**src/rtl/pipeline_debug_ctrl.sv**
```systemverilog
// Byte-command debug controller for the MIPS pipeline: loads instruction memory
// over a serial link, runs or single-steps the core, and reports PC/data back.
module pipeline_debug_ctrl #(
   parameter int                 INST_SZ    = 32,
   parameter int                 PC_SZ      = 32,
   parameter int                 MEM_SZ     = 10,
   parameter int                 BYTE_SZ    = 8,
   parameter logic [INST_SZ-1:0] HALT_INSTR = 32'hFFFF_FFFF
) (
   input  logic               i_clk,
   input  logic               i_reset,
   input  logic [BYTE_SZ-1:0] i_rx_data,
   input  logic               i_rx_valid,
   input  logic               i_tx_done,
   input  logic [PC_SZ-1:0]   i_pc,
   input  logic [INST_SZ-1:0] i_data,
   input  logic               i_halt,
   output logic [BYTE_SZ-1:0] o_tx_data,
   output logic               o_tx_start,
   output logic               o_write,
   output logic [INST_SZ-1:0] o_instruction,
   output logic               o_enable,
   output logic               o_busy
);

   localparam int INST_BYTES = INST_SZ / BYTE_SZ;
   localparam int PC_BYTES   = PC_SZ / BYTE_SZ;
   localparam int TX_BYTES   = PC_BYTES + INST_BYTES;
   localparam int SNAP_SZ    = PC_SZ + INST_SZ;
   localparam int BCW        = (INST_BYTES > 1) ? $clog2(INST_BYTES) : 1;
   localparam int TIW        = $clog2(TX_BYTES + 1);
   localparam int LCW        = MEM_SZ + 1;
   localparam int LOAD_MAX   = 2 ** MEM_SZ;

   localparam logic [BYTE_SZ-1:0] CMD_LOAD   = BYTE_SZ'(8'h4C);
   localparam logic [BYTE_SZ-1:0] CMD_RUN    = BYTE_SZ'(8'h43);
   localparam logic [BYTE_SZ-1:0] CMD_STEP   = BYTE_SZ'(8'h53);
   localparam logic [BYTE_SZ-1:0] CMD_REPORT = BYTE_SZ'(8'h52);

   typedef enum logic [2:0] {
      IDLE,
      LOAD,
      RUN,
      STEP,
      REPORT_LOAD,
      REPORT_TX,
      REPORT_WAIT
   } state_t;

   state_t                    state_reg;
   state_t                    state_next;
   logic [BCW-1:0]            byte_cnt_reg;
   logic [INST_SZ-BYTE_SZ-1:0] word_reg;
   logic [INST_SZ-1:0]        instr_reg;
   logic                      write_reg;
   logic [LCW-1:0]            load_cnt_reg;
   logic                      enable_reg;
   logic [SNAP_SZ-1:0]        snap_reg;
   logic [TIW-1:0]            tx_idx_reg;

   logic load_done;
   logic rx_load_byte;
   logic word_last;
   logic tx_last;
   logic load_cmd;

   // The session ends in the write cycle itself, so o_busy drops one cycle after it.
   assign load_done    = write_reg &&
                         ((instr_reg == HALT_INSTR) ||
                          (load_cnt_reg == LCW'(LOAD_MAX - 1)));
   assign rx_load_byte = (state_reg == LOAD) && i_rx_valid && !load_done;
   assign word_last    = (byte_cnt_reg == BCW'(INST_BYTES - 1));
   assign tx_last      = (tx_idx_reg == TIW'(TX_BYTES - 1));
   assign load_cmd     = (state_reg == IDLE) && i_rx_valid && (i_rx_data == CMD_LOAD);

   always_ff @(posedge i_clk or posedge i_reset) begin
      if (i_reset) begin
         state_reg <= IDLE;
      end else begin
         state_reg <= state_next;
      end
   end

   always_comb begin
      state_next = state_reg;
      case (state_reg)
         IDLE: begin
            if (i_rx_valid) begin
               case (i_rx_data)
                  CMD_LOAD:   state_next = LOAD;
                  CMD_RUN:    state_next = RUN;
                  CMD_STEP:   state_next = STEP;
                  CMD_REPORT: state_next = REPORT_LOAD;
                  default:    state_next = IDLE;
               endcase
            end
         end
         LOAD: begin
            if (load_done) begin
               state_next = IDLE;
            end
         end
         RUN: begin
            if (i_halt) begin
               state_next = REPORT_LOAD;
            end
         end
         STEP:        state_next = REPORT_LOAD;
         REPORT_LOAD: state_next = REPORT_TX;
         REPORT_TX:   state_next = REPORT_WAIT;
         REPORT_WAIT: begin
            if (i_tx_done) begin
               state_next = tx_last ? IDLE : REPORT_TX;
            end
         end
         default:     state_next = IDLE;
      endcase
   end

   // Instruction assembly and memory write strobe.
   always_ff @(posedge i_clk or posedge i_reset) begin
      if (i_reset) begin
         byte_cnt_reg <= '0;
         word_reg     <= '0;
         instr_reg    <= '0;
         write_reg    <= 1'b0;
         load_cnt_reg <= '0;
      end else begin
         write_reg <= 1'b0;
         if (load_cmd) begin
            byte_cnt_reg <= '0;
            load_cnt_reg <= '0;
         end
         if (rx_load_byte) begin
            if (word_last) begin
               instr_reg    <= {word_reg, i_rx_data};
               write_reg    <= 1'b1;
               byte_cnt_reg <= '0;
            end else begin
               word_reg     <= {word_reg[INST_SZ-2*BYTE_SZ-1:0], i_rx_data};
               byte_cnt_reg <= byte_cnt_reg + 1'b1;
            end
         end
         if (write_reg) begin
            load_cnt_reg <= load_cnt_reg + 1'b1;
         end
      end
   end

   // STEP lasts one cycle, so this register yields a single enable pulse there.
   always_ff @(posedge i_clk or posedge i_reset) begin
      if (i_reset) begin
         enable_reg <= 1'b0;
      end else begin
         enable_reg <= (state_next == RUN) || (state_next == STEP);
      end
   end

   // Snapshot is shifted left per finished byte; the outgoing byte is always the top one.
   always_ff @(posedge i_clk or posedge i_reset) begin
      if (i_reset) begin
         snap_reg   <= '0;
         tx_idx_reg <= '0;
      end else begin
         if (state_reg == REPORT_LOAD) begin
            snap_reg   <= {i_pc, i_data};
            tx_idx_reg <= '0;
         end else if ((state_reg == REPORT_WAIT) && i_tx_done) begin
            snap_reg   <= snap_reg << BYTE_SZ;
            tx_idx_reg <= tx_idx_reg + 1'b1;
         end
      end
   end

   assign o_tx_data     = snap_reg[SNAP_SZ-1 -: BYTE_SZ];
   assign o_tx_start    = (state_reg == REPORT_TX);
   assign o_write       = write_reg;
   assign o_instruction = instr_reg;
   assign o_enable      = enable_reg && !i_halt;
   assign o_busy        = (state_reg != IDLE);

endmodule
```
**config.mk**
```make
export PLATFORM = sky130hd
export DESIGN_NAME = pipeline_debug_ctrl
export DESIGN_NICKNAME = d
export VERILOG_FILES = /design/src/rtl/pipeline_debug_ctrl.sv
export SDC_FILE = /design/constraint.sdc
export NUM_CORES = 1
export LEC_CHECK = 0
export ABC_CLOCK_PERIOD_IN_PS = 13600
export BUFFER_PORTS_ARGS = -buffer_cell sky130_fd_sc_hd__buf_4
export CORE_UTILIZATION = 55
export DETAILED_ROUTE_END_ITERATION = 8
export PLACE_DENSITY = 0.79
export SETUP_SLACK_MARGIN = 0.05
export SYNTH_ARGS = -nofsm -noshare
export SYNTH_HDL_FRONTEND = slang
export SYNTH_SLANG_ARGS = --single-unit
```
**constraint.sdc**
```tcl
create_clock -name i_clk -period 13.6 [get_ports i_clk]
set_input_delay 4.08 -clock i_clk [delete_from_list [all_inputs] [get_ports i_clk]]
set_output_delay 4.08 -clock i_clk [all_outputs]
set_load 0.005 [all_outputs]
```
==> metrics.md <==
| Metric | Value |
|---|---|
| Post-layout min period | `8.49 ns` |
| Hold Buf Count CTS | `0` |
| CP startpoint | `i_halt` |
| Max-Cap Viols | `0` |
| Hold violation count in the final report | `0` |
| Number of cells on the worst reg-to-reg path | `5` |
| Slew headroom | `0.309` |
| Critical path arrival | `4.41 ns` |
| Signed area change from the synthesized netlist to the final layout | `23.1%` |
| Overall routing resource usage | `0.233` |
| Reg-to-Reg Start | `o_write$_DFF_PP0_` |
| Library cell with the largest summed area after synthesis | `sky130_fd_sc_hd__dfrtp_1` |
| Static Leak | `4.24 nW` |
| Synth Instances | `532` |
| Fraction of layout cells with a size suffix above 1 | `0.331` |
| Worst-margin pin slew | `1.04 ns` |
| Detailed Route Iter0 Violations | `around 290` |
| Synthesized net count | `612` |
| Per-cell via count in the routed design | `around 5.5` |
| Residual DRC count | `0` |
| Cell area power density | `205 mW/mm^2` |
| Clock transition at the registers of the reported paths | `around 0.050 ns` |
| Post-CTS Repair Setup Buffers | `0` |
| Worst hold path depth | `1` |
| Antenna fix cells | `0` |
| Class of the tightest hold or removal check | `reg -> reg` |
| Slack of the worst reg-to-reg path | `10.80 ns` |
| Placer Congestion | `0.778` |
| CTS Root Buffer Type | `sky130_fd_sc_hd__clkbuf_16` |
| Final WL | `13400 microns` |
| Largest clock skew in the final design | `0.00988 ns` |
| Share of the yosys chip area belonging to registers | `0.550` |
| I/O pins | `121` |
| Total clock buffers created by CTS | `17` |
| Leading cell types in the layout, fill and taps excluded | `142 x sky130_fd_sc_hd__dfrtp_1, 122 x sky130_fd_sc_hd__buf_4, 73 x sky130_fd_sc_hd__nand2_1` |
| Worst Setup Start Kind | `input pin` |
| Count of nets left with antenna violations after detail routing | `0` |
| Number of flops mapped to enable cells by yosys | `0` |
| Area of the mapped netlist | `0.00646 sq mm` |
| Pin count of the biggest net entering global routing | `approximately 130` |
| Crit path buf inv count | `2` |
| Max-slew violation count | `0` |
| Area share of the largest cell type after synthesis | `0.550` |
| Number of instances resized during post-cts repair | `0` |
| Startpoint of the most critical hold path | `load_cnt_reg[9]$_DFFE_PP0P_` |
| Flip-flop and latch count after synthesis | `between 100 and 150` |
| Number of endpoints failing setup at the final stage | `0` |
| Number of global-route vias before repair | `~4.2k` |
| Flip-flop count of the largest register after layout | `64` |
| Horiz. Die Dim | `110 microns` |
| H-tree depth | `4` |
| Die Footprint | `about 0.012 sq mm` |
| Post-route total power | `1.63 mW` |
| Total number of vias | `between 4k and 5k` |
| Final net count | `716` |
| Crit-path leading delay family | `buffers and inverters` |
| Number of warning messages in the yosys log | `0` |
| Mean routed wirelength per cell | `17.0 microns` |
| Core area | `between 0.01 and 0.015 sq mm` |
| Clock tree from TritonCTS | `built` |
| Cell at the slowest stage of the critical path | `sky130_fd_sc_hd__buf_4` |
| Crit path kind | `in -> out` |
| Global route overflow | `0` |
| Most frequent standard cell in the layout excluding fill and tap cells | `sky130_fd_sc_hd__dfrtp_1` |
| Sink Count | `142` |
| Ratio of final minimum period to clock period | `0.624` |
| Synthesized area per cell | `12.1 sq um` |
| Wire length of the first global-routing pass | `between 20000 and 25000 microns` |
| Levels on crit path | `3` |
| Clock latency at the later pin of the worst-skew pair | `slightly above 0.4 ns` |
| Cells along the critical path | `buf_4, nor2b_1, buf_4` |
| Required time at the endpoint of the critical path | `9.52 ns` |
| Port bufs | `120` |
| Highest net fanout along the worst path | `3` |
| Number of rows in the core area | `39` |
| Starting density of the core | `0.566` |
| Number of antenna violations at the first check in global routing | `0` |
| Largest buffer count on any clock path | `2` |
| Main synth FF type | `sky130_fd_sc_hd__dfrtp_1` |
| Worst path most repeated cell | `sky130_fd_sc_hd__buf_4` |
| Peak supply drop | `0.249 mV` |
| Die Span Y | `110 microns` |
| Async set-or-reset flop fraction in the synthesized netlist | `1.00` |
| Post-detailed-placement half-perimeter wirelength | `8720 microns` |
| Main area contributors after synthesis | `sky130_fd_sc_hd__dfrtp_1 55%, sky130_fd_sc_hd__mux2_4 11%, sky130_fd_sc_hd__mux2i_1 8.8%, sky130_fd_sc_hd__o21ai_0 5.2%, sky130_fd_sc_hd__nand2_1 4.2%` |
| Highest clock rate | `0.118 GHz` |
| Number of distinct library cell variants in the gate-level netlist after synthesis | `48` |
| Maximum cell stage delay along the critical path | `between 0.1 and 0.15 ns` |
| Number of iterations in the first detailed-routing pass | `4` |
| Type of destination of the critical path | `primary output` |
| Final-layout setup total negative slack | `0 ns` |
| RSZ-0062 raised after global routing | `false` |
| Result of the run | `finished, final reports clean` |
| Share of the core filled with cells | `0.696` |
synth_stat cells (all sizes together) (3+ instances only):
cell	n
ha	3
and2	3
dfrtp	142
a21oi	4
a22o	8
xor2	3
mux2	56
o21ai	67
nand2	73
nor2	15
mux2i	57
nand4	13
buf	26
clkbuf	11
nand2b	3
o31ai	3
inv	6
nand3	9
and3	4
layer usage:
metal	vias to the layer above	part of all wire	GRT usage
li1	2078	-	-
met1	2155	0.45	0.313
met2	83	0.50	0.367
met3	19	0.033	0.0529
met4	0	0.017	0.0940
met5	-	0	0
where the power goes:
part / leakage [nW] / internal, mW / switching [mW]
Clock: 0.298 / 0.307 / 0.163
Combinational: 2.16 / 0.243 / 0.216
Sequential: 1.79 / 0.583 / 0.121
Total: 4.24 / 1.13 / 0.501
cell type report:
| class | count | area [sq um] |
|---|---|---|
| clock buffer | 26 | 499 |
| timing repair buffer | 122 | 916 |
| inverter | 6 | 27.5 |
| fill | 798 | 3470 |
| multi-input combinational | 347 | 2670 |
| clock inverter | 6 | 105 |
| tap | 143 | 179 |
| sequential | 142 | 3550 |
stage by stage:
stage / instance area, sq um / setup slack (ns) / std cells / hold slack [ns]
final: 7950 / 5.11 / 792 / 0.494
after global routing: 7950 / 5.05 / 792 / 0.507
after CTS: 7950 / 5.11 / 792 / 0.495
after detailed placement: 7350 / 5.11 / 760 / 0.480
after global placement: 7350 / 5.10 / 760 / 0.455
after floorplan: 6460 / 5.33 / 532 / 0.437
worst paths after layout:
path | endpoint
setup / recovery | o_enable
hold / removal | load_cnt_reg[9]$_DFFE_PP0P_
setup reg to reg | o_instruction[28]$_DFFE_PP0P_
hold reg to reg | load_cnt_reg[9]$_DFFE_PP0P_
max in group asynchronous | load_cnt_reg[7]$_DFFE_PP0P_
min in group asynchronous | snap_reg[59]$_DFFE_PP0P_
logic make-up (layout without fill, tap and decap cells):
group | after synthesis | in the layout | synth area share
flops | 142 | 142 | 0.550
simple gates | 137 | 137 | 0.107
mux | 113 | 113 | 0.214
compound gates | 89 | 89 | 0.0786
buf+inv | 43 | 160 | 0.0378
xor+xnor | 5 | 5 | 0.00678
fa+ha+maj | 3 | 3 | 0.00581
Note: power is estimated with default switching activity, not from simulation.
